**src/rtl/regfile_param.sv**
```systemverilog
// DEPTH x WIDTH register file: one synchronous write port, two combinational read ports,
// sticky out-of-range error flag. Define RF_BYPASS_EN for same-cycle write-to-read forwarding.
module regfile_param #(
  parameter  int WIDTH  = 16,
  parameter  int DEPTH  = 8,
  localparam int ADDR_W = $clog2(DEPTH)
) (
  input  logic              clk,
  input  logic              rst,
  input  logic              wr_en,
  input  logic [ADDR_W-1:0] wr_sel,
  input  logic [WIDTH-1:0]  wr_data,
  input  logic [ADDR_W-1:0] rd_sel1,
  input  logic [ADDR_W-1:0] rd_sel2,
  output logic [WIDTH-1:0]  rd_data1,
  output logic [WIDTH-1:0]  rd_data2,
  output logic              err
);

  localparam logic [ADDR_W:0] LP_DEPTH = (ADDR_W + 1)'(DEPTH);

  logic [WIDTH-1:0] r_mem [DEPTH];
  logic             r_err;
  logic [DEPTH-1:0] w_we;
  logic             w_wr_ok;
  logic             w_rd1_ok;
  logic             w_rd2_ok;
  logic             w_err_set;
  logic [WIDTH-1:0] w_rd1;
  logic [WIDTH-1:0] w_rd2;

  // Index range checks only matter when DEPTH is not a power of two.
  assign w_wr_ok   = {1'b0, wr_sel}  < LP_DEPTH;
  assign w_rd1_ok  = {1'b0, rd_sel1} < LP_DEPTH;
  assign w_rd2_ok  = {1'b0, rd_sel2} < LP_DEPTH;
  assign w_err_set = (wr_en && !w_wr_ok) || !w_rd1_ok || !w_rd2_ok;

  always_comb begin
    w_we = '0;
    for (int k = 0; k < DEPTH; k++) begin
      w_we[k] = wr_en && (wr_sel == ADDR_W'(k));
    end
  end

  always_ff @(posedge clk or negedge rst) begin
    if (!rst) begin
      for (int k = 0; k < DEPTH; k++) begin
        r_mem[k] <= '0;
      end
    end else begin
      for (int k = 0; k < DEPTH; k++) begin
        if (w_we[k]) r_mem[k] <= wr_data;
      end
    end
  end

  always_ff @(posedge clk or negedge rst) begin
    if (!rst) begin
      r_err <= 1'b0;
    end else if (w_err_set) begin
      r_err <= 1'b1;
    end
  end

  // Unmatched indices fall through to zero.
  always_comb begin
    w_rd1 = '0;
    w_rd2 = '0;
    for (int k = 0; k < DEPTH; k++) begin
      if (rd_sel1 == ADDR_W'(k)) w_rd1 = r_mem[k];
      if (rd_sel2 == ADDR_W'(k)) w_rd2 = r_mem[k];
    end
  end

`ifdef RF_BYPASS_EN
  assign rd_data1 = (rst && wr_en && w_wr_ok && (rd_sel1 == wr_sel)) ? wr_data : w_rd1;
  assign rd_data2 = (rst && wr_en && w_wr_ok && (rd_sel2 == wr_sel)) ? wr_data : w_rd2;
`else
  assign rd_data1 = w_rd1;
  assign rd_data2 = w_rd2;
`endif

  assign err = r_err;

endmodule

```
**config.mk**
```make
export PLATFORM = sky130hd
export DESIGN_NAME = regfile_param
export DESIGN_NICKNAME = d
export VERILOG_FILES = /design/src/rtl/regfile_param.sv
export SDC_FILE = /design/constraint.sdc
export NUM_CORES = 1
export LEC_CHECK = 0
export CORE_MARGIN = 2
export CORE_UTILIZATION = 55
export CTS_CLUSTER_SIZE = 10
export DETAILED_ROUTE_END_ITERATION = 8
export DONT_BUFFER_PORTS = 1
export GPL_TIMING_DRIVEN = 0
export PLACE_DENSITY = 0.73
export SLEW_MARGIN = 20
export SYNTH_ARGS = -nofsm -noshare
export SYNTH_HDL_FRONTEND = slang
export SYNTH_SLANG_ARGS = --single-unit
```
**constraint.sdc**
```tcl
create_clock -name clk -period 1.1 [get_ports clk]
set_input_delay 0.055 -clock clk [delete_from_list [all_inputs] [get_ports clk]]
set_output_delay 0.055 -clock clk [all_outputs]
set_load 0.005 [all_outputs]
```
==> results of run 1 <==
==> routing by layer <==
metal,up-vias,wire length (um),GRT usage
li1,2407,-,-
met1,2991,9520,0.466
met2,423,11200,0.521
met3,81,2670,0.0922
met4,0,988,0.176
met5,-,0,0
==> power groups by stage <==
stage	logic, mW	clock network, mW	registers, mW
floorplan	2.50	0	6.33
global placement	2.91	0	6.55
detailed placement	3.03	0	6.63
CTS	3.64	6.89	6.56
global route	4.17	7.13	6.74
finish	3.95	6.89	6.66
==> path summary, 6_finish.rpt <==
kind                          endpoint  slack (ns)  cells after the start
max                        rd_data1[2]       -0.59                      3
min                          r_mem[29]       -0.68                      0
max reg2reg                  r_mem[18]        0.03                      3
min reg2reg                  r_mem[16]        0.51                      1
max in group asynchronous    r_mem[19]        1.49                      0
min in group clk            r_mem[116]        0.10                      3
==> placed cells by master, fill, tap and decap left out, drive strengths merged, types with 2 or more instances in the layout <==
| cell type | Yosys | final |
|---|---|---|
| a221oi | 7 | 7 |
| a22oi | 3 | 3 |
| nand2b | 2 | 2 |
| o211ai | 4 | 4 |
| dlygate4sd3 | 0 | 16 |
| nand4b | 3 | 3 |
| inv | 14 | 14 |
| nand2 | 42 | 42 |
| clkbuf | 10 | 30 |
| buf | 41 | 74 |
| nand4 | 2 | 2 |
| a32oi | 3 | 3 |
| mux2 | 134 | 134 |
| clkinv | 0 | 2 |
| a21boi | 7 | 7 |
| o311ai | 12 | 12 |
| nor3 | 2 | 2 |
| a21o | 3 | 3 |
| nor2b | 12 | 12 |
| a211oi | 12 | 12 |
| and2 | 2 | 2 |
| a22o | 13 | 13 |
| nor2 | 8 | 8 |
| o21ai | 41 | 41 |
| a21oi | 14 | 14 |
| nor3b | 2 | 2 |
| o21a | 2 | 2 |
| bufinv | 0 | 8 |
| o22ai | 4 | 4 |
| and3 | 2 | 2 |
| mux2i | 11 | 11 |
| a221o | 2 | 2 |
| o221a | 2 | 2 |
| o221ai | 2 | 2 |
| and2b | 5 | 5 |
| mux4 | 21 | 21 |
| dfrtp | 128 | 128 |
| and3b | 25 | 25 |
==> cells by family after synthesis <==
group / after synthesis / synth area share
mux: 166 / 0.290
buf+inv: 65 / 0.0510
flops: 128 / 0.436
other cells: 1 / 0.000510
compound gates: 134 / 0.126
simple gates: 110 / 0.0978
==> worst max-delay path, cell delays in order (launching register included) <==
cell     delay, ns
dfrtp_1       0.42
mux2i_1       0.11
mux4_2        0.51
a21oi_4       0.16
==> stage by stage <==
stage / hold WS [ns] / TNS [ns]
after detailed placement: -0.234 / -45.89
final: -0.680 / -14.71
after global placement: -0.234 / -43.35
after global routing: -0.696 / -15.95
after CTS: -0.692 / -14.56
after floorplan: -0.241 / -6.41
==> what timing repair did <==
action | in CTS | in global routing
endpoints found under the hold margin | 256 | 128
buffers inserted | 22 | 11
resized for setup | 61 | 33
pin swaps | 59 | 28
cloned | 0 | 0
setup endpoints to repair | 33 | 49
==> cell type report <==
class | instances | area [um2]
clock inverter | 11 | 258
multi-input combinational | 411 | 4100
tap | 176 | 220
fill | 936 | 4080
inverter | 14 | 52.6
buffer | 50 | 352
clock buffer | 21 | 450
antenna | 1 | 2.50
sequential | 128 | 3200
timing repair buffer | 49 | 424
==> results_dict.tcl, run 1 <==
set metrics [dict create \
    critPathMaxFanout 4 \
    drive_gt1_frac 0.482 \
    maxSlewHeadroom 0.527 \
    drt_iter0_drc 799 \
    stdcell_area_um2 9060 \
    syn_inst 604 \
    p_switching_mw 4.70 \
    fin_nets 699 \
    place_worst_setup_slack_ns -0.590 \
    die_y_um 120 \
    hpwl_um 14200 \
    via_per_inst 6.85 \
    largest_register_ff_count 128 \
    p_int_mw 12.8 \
    synthTopCellsByCount "128 x dfrtp_1, 124 x mux2_2, 42 x nand2_1, 41 x o21ai_0, 25 x and3b_1" \
    switching_share 0.269 \
    pwr-share-comb 0.226 \
    hold_buffers 16 \
    post-synth-top-area-fraction 0.436 \
    hold_viol 128 \
    rows 42 \
    end_kind "output pin" \
    setup.worst_path.class "flop to output pin" \
    initial_utilization 0.560 \
    numPortBuffers 0 \
    max_freq_mhz 592 \
    grt_antenna_before_repair 1 \
    synth_area_um2 7350 \
    pwr-share-clk 0.394 \
    avgSynthCellArea_um2 12.2 \
    drcViolationCount 0 \
    slew_violations 0 \
    synth.yosys.seq_area_share 0.436 \
    grt_first_pass_wirelength_um 36200 \
    yosysTopAreaCell "dfrtp_1" \
    drt_wl_total_um 24400 \
    power_frac_seq 0.380 \
    finalCritPeriodShare 1.53 \
    grt-ovfl-total 0 \
    required_ns 1.04 \
    grt_pass1_vias 5897 \
    cts_tree "built" \
    syn_to_final_growth_pct 23.2 \
    synth.most_common_cell "dfrtp_1" \
    leakage_nw 3.97 \
    max_cap_viol_count 0 \
    ys.flop_type "dfrtp_1" \
    status "finished, violations left" \
    place_inst 780 \
    clock_sinks 128 \
    vias 5902 \
    synth-seq-cells 128 \
    clock-root-buffer "clkbuf_16" \
    min-delay-path-class "input pin to async pin" \
    violations "hold timing, setup timing" \
    grt_max_degree 129 \
    whs_ns -0.680 \
    die-area_um2 14300 \
    ios 61 \
    synth_nets 632 \
    synth_cell_types 50 \
    clock-skew-final_ns 0 \
    cts_buffers 17 \
    avgRoutedWirePerCell_um 28.3 \
    final_cells 861 \
    die_w_um 120 \
    synthTopCellsByArea "dfrtp_1 44%, mux2_2 19%, mux4_2 6.4%" \
    setup_viol 32 \
    report.power.total_mw 17.5 \
    vdd_ir_drop_max_v 0.00124 \
    worst_slack_ns -0.588 \
    start_kind "flop" \
    placed_area_um2 7630 \
    ys_warn_count 0 \
    htreeDepth 4 \
    regMostFlops "r_mem" \
    synth_edf_count 0 \
    reg_top3 "r_mem: 128 flops" \
    clk_latency_ns 0.42 \
    cellPowerDensity_nw_per_um2 1930 \
    async_flop_share 1.00 \
    antenna_left 0 \
    tightest_slew_ns 0.709 \
    rsz0062_at_grt "yes" \
    cp-startpoint "r_mem[18]" \
    fin_crit_ns 1.69 \
    drtPass1Iterations 5 \
    post-route-util 0.690 \
    fp.coreArea_um2 13100 \
    place_congestion 0.936 \
    r2r-start "r_mem[18]" \
    grt_usage 0.347 \
    path_clk_slew_ns 0.06 \
    cts_max_path_buffers 2 \
    critPathArrivalTime_ns 1.63 \
]
(Power assumes the default switching activity.)
==> run 2: changes to the inputs <==
--- a/config.mk
+++ b/config.mk
@@ -5,6 +5,7 @@
 export SDC_FILE = /design/constraint.sdc
 export NUM_CORES = 1
 export LEC_CHECK = 0
+export CORE_ASPECT_RATIO = 1.4
 export CORE_MARGIN = 2
 export CORE_UTILIZATION = 55
 export CTS_CLUSTER_SIZE = 10
==> results_dict.tcl, run 2 (synthesis gave the netlist of run 1 again) <==
set metrics [dict create \
    max_stage_delay_ns 0.45 \
    pwr-share-clk 0.354 \
    regMostFlops "r_mem" \
    slew_violations 0 \
    die_w_um 102 \
    htreeDepth 4 \
    end_kind "output pin" \
    report.power.total_mw 16.3 \
    status "finished, violations left" \
    leakage_nw 3.92 \
    ff2ff_path_depth 3 \
    n_fill_cell 954 \
    numPortBuffers 0 \
    place_worst_setup_slack_ns -0.544 \
    clock-root-buffer "clkbuf_16" \
    path_clk_slew_ns 0.06 \
    avgRoutedWirePerCell_um 27.8 \
    place_congestion 0.984 \
    p_int_mw 11.7 \
    via_per_inst 6.81 \
    max_cap_viol_count 0 \
    grt_pass1_vias 6217 \
    placed_area_um2 7640 \
    grt_usage 0.352 \
    critPathArrivalTime_ns 1.69 \
    largest_register_ff_count 128 \
    drtPass1Iterations 5 \
    drive_gt1_frac 0.480 \
    layout_common_cells "128 x dfrtp_1, 113 x mux2_2, 47 x buf_4" \
    r2r-end "r_mem[119]" \
    drt_iter0_drc 511 \
    clk_latency_ns 0.42 \
    antenna_left 0 \
    finalCritPeriodShare 1.58 \
    clock-skew-final_ns 0 \
    fin_setup_tns_ns -14.64 \
    reg2reg_slack_ns 0.08 \
    cts_buffers 17 \
    violations "hold timing, setup timing" \
    cp_slowest_cell "a221oi_1" \
    ff_latch_area_um2 3200 \
    worst_slack_ns -0.642 \
    hold_buffers 16 \
    setup.worst_path.class "flop to output pin" \
    cts_max_path_buffers 2 \
    vias 5917 \
    critPathMaxFanout 3 \
    min-delay-path-class "input pin to async pin" \
    drcViolationCount 0 \
    final_cells 869 \
    whs_ns -0.677 \
    p_switching_mw 4.63 \
    fin_nets 703 \
    cellPowerDensity_nw_per_um2 1820 \
    die_y_um 141 \
    ios 61 \
    grt_first_pass_wirelength_um 36800 \
    power_frac_seq 0.409 \
    multi_input_area_um2 4070 \
    reg_top3 "r_mem: 128 flops" \
    cts_tree "built" \
    rsz0062_at_grt "yes" \
    start_kind "flop" \
    rows 50 \
    required_ns 1.04 \
    fin_crit_ns 1.74 \
    tightest_slew_ns 0.763 \
    place_inst 786 \
    syn_to_final_growth_pct 21.7 \
    vdd_ir_drop_max_v 0.00121 \
    max_freq_mhz 574 \
    r2r-start "r_mem[119]" \
    die-area_um2 14300 \
    diodes 0 \
    grt_max_degree 129 \
    hpwl_um 14900 \
    maxSlewHeadroom 0.491 \
    stdcell_area_um2 8950 \
    post-route-util 0.678 \
    drt_wl_total_um 24200 \
    pwr-share-comb 0.236 \
    fp.coreArea_um2 13200 \
    grt-ovfl-total 0 \
    switching_share 0.284 \
    hold_viol 128 \
    initial_utilization 0.557 \
    grt_antenna_before_repair 0 \
    layout_commonest_cell "dfrtp_1" \
    path_cells "a221oi_1 > nor2_1 > o31a_1" \
    setup_viol 32 \
    clock_sinks 128 \
    cp-startpoint "r_mem[79]" \
]
[run 2: cell count changes in the layout (fill, tap and decap cells not counted), moves of 2 or more]
| cell | before | now |
|---|---|---|
| buf_4 | 42 | 47 |
| bufinv_16 | 8 | 3 |
| clkinv_2 | 2 | 5 |
| nand2_1 | 26 | 28 |
| nand2_2 | 16 | 14 |
| o22ai_1 | 2 | 4 |
| o22ai_2 | 2 | 0 |
[run 2: worst max-delay path by stage]
stage	slack (ns)	cells past startpoint	to
floorplan	-0.18	5	r_mem[101]
global route	-0.67	3	rd_data2[15]
finish	-0.64	3	rd_data2[15]
CTS	-0.53	4	rd_data1[9]
global placement	-0.55	6	rd_data2[4]
detailed placement	-0.54	6	rd_data2[12]
[run 2: power groups by stage]
| stage | Clock, mW | Sequential (mW) | Combinational [mW] |
|---|---|---|---|
| floorplan | 0 | 6.33 | 2.50 |
| global placement | 0 | 6.57 | 2.92 |
| detailed placement | 0 | 6.65 | 3.04 |
| CTS | 5.77 | 6.58 | 3.58 |
| global route | 5.99 | 6.77 | 4.10 |
| finish | 5.77 | 6.67 | 3.85 |
[run 2: critical path, delay by kind of cell, from the launching register on]
family / cells / cell delay [ns]
compound gates: 2 / 0.77
flops: 1 / 0.41
simple gates: 1 / 0.08
[run 2: repair_timing]
action,in CTS,in global routing
hold endpoints to repair,256,128
pin swaps,58,28
setup endpoints to repair,53,36
buffers inserted,25,12
resized for setup,50,33
[run 2: area by class of cell]
type	count	share of cell area
plain buffers	50	0.0391
clock buffers	20	0.0510
clock inverters	11	0.0155
inverters	14	0.00587
multi-input cells	411	0.454
flip-flops and latches	128	0.358
well taps	182	0.0254
repair buffers	53	0.0508
[run 2: layer usage]
layer | vias up | wire (um) | GRT usage
met2 | 392 | 11700 | 0.550
met5 | - | 0 | 0
met1 | 2983 | 8770 | 0.436
met4 | 0 | 1520 | 0.222
li1 | 2418 | - | -
met3 | 124 | 2120 | 0.0788
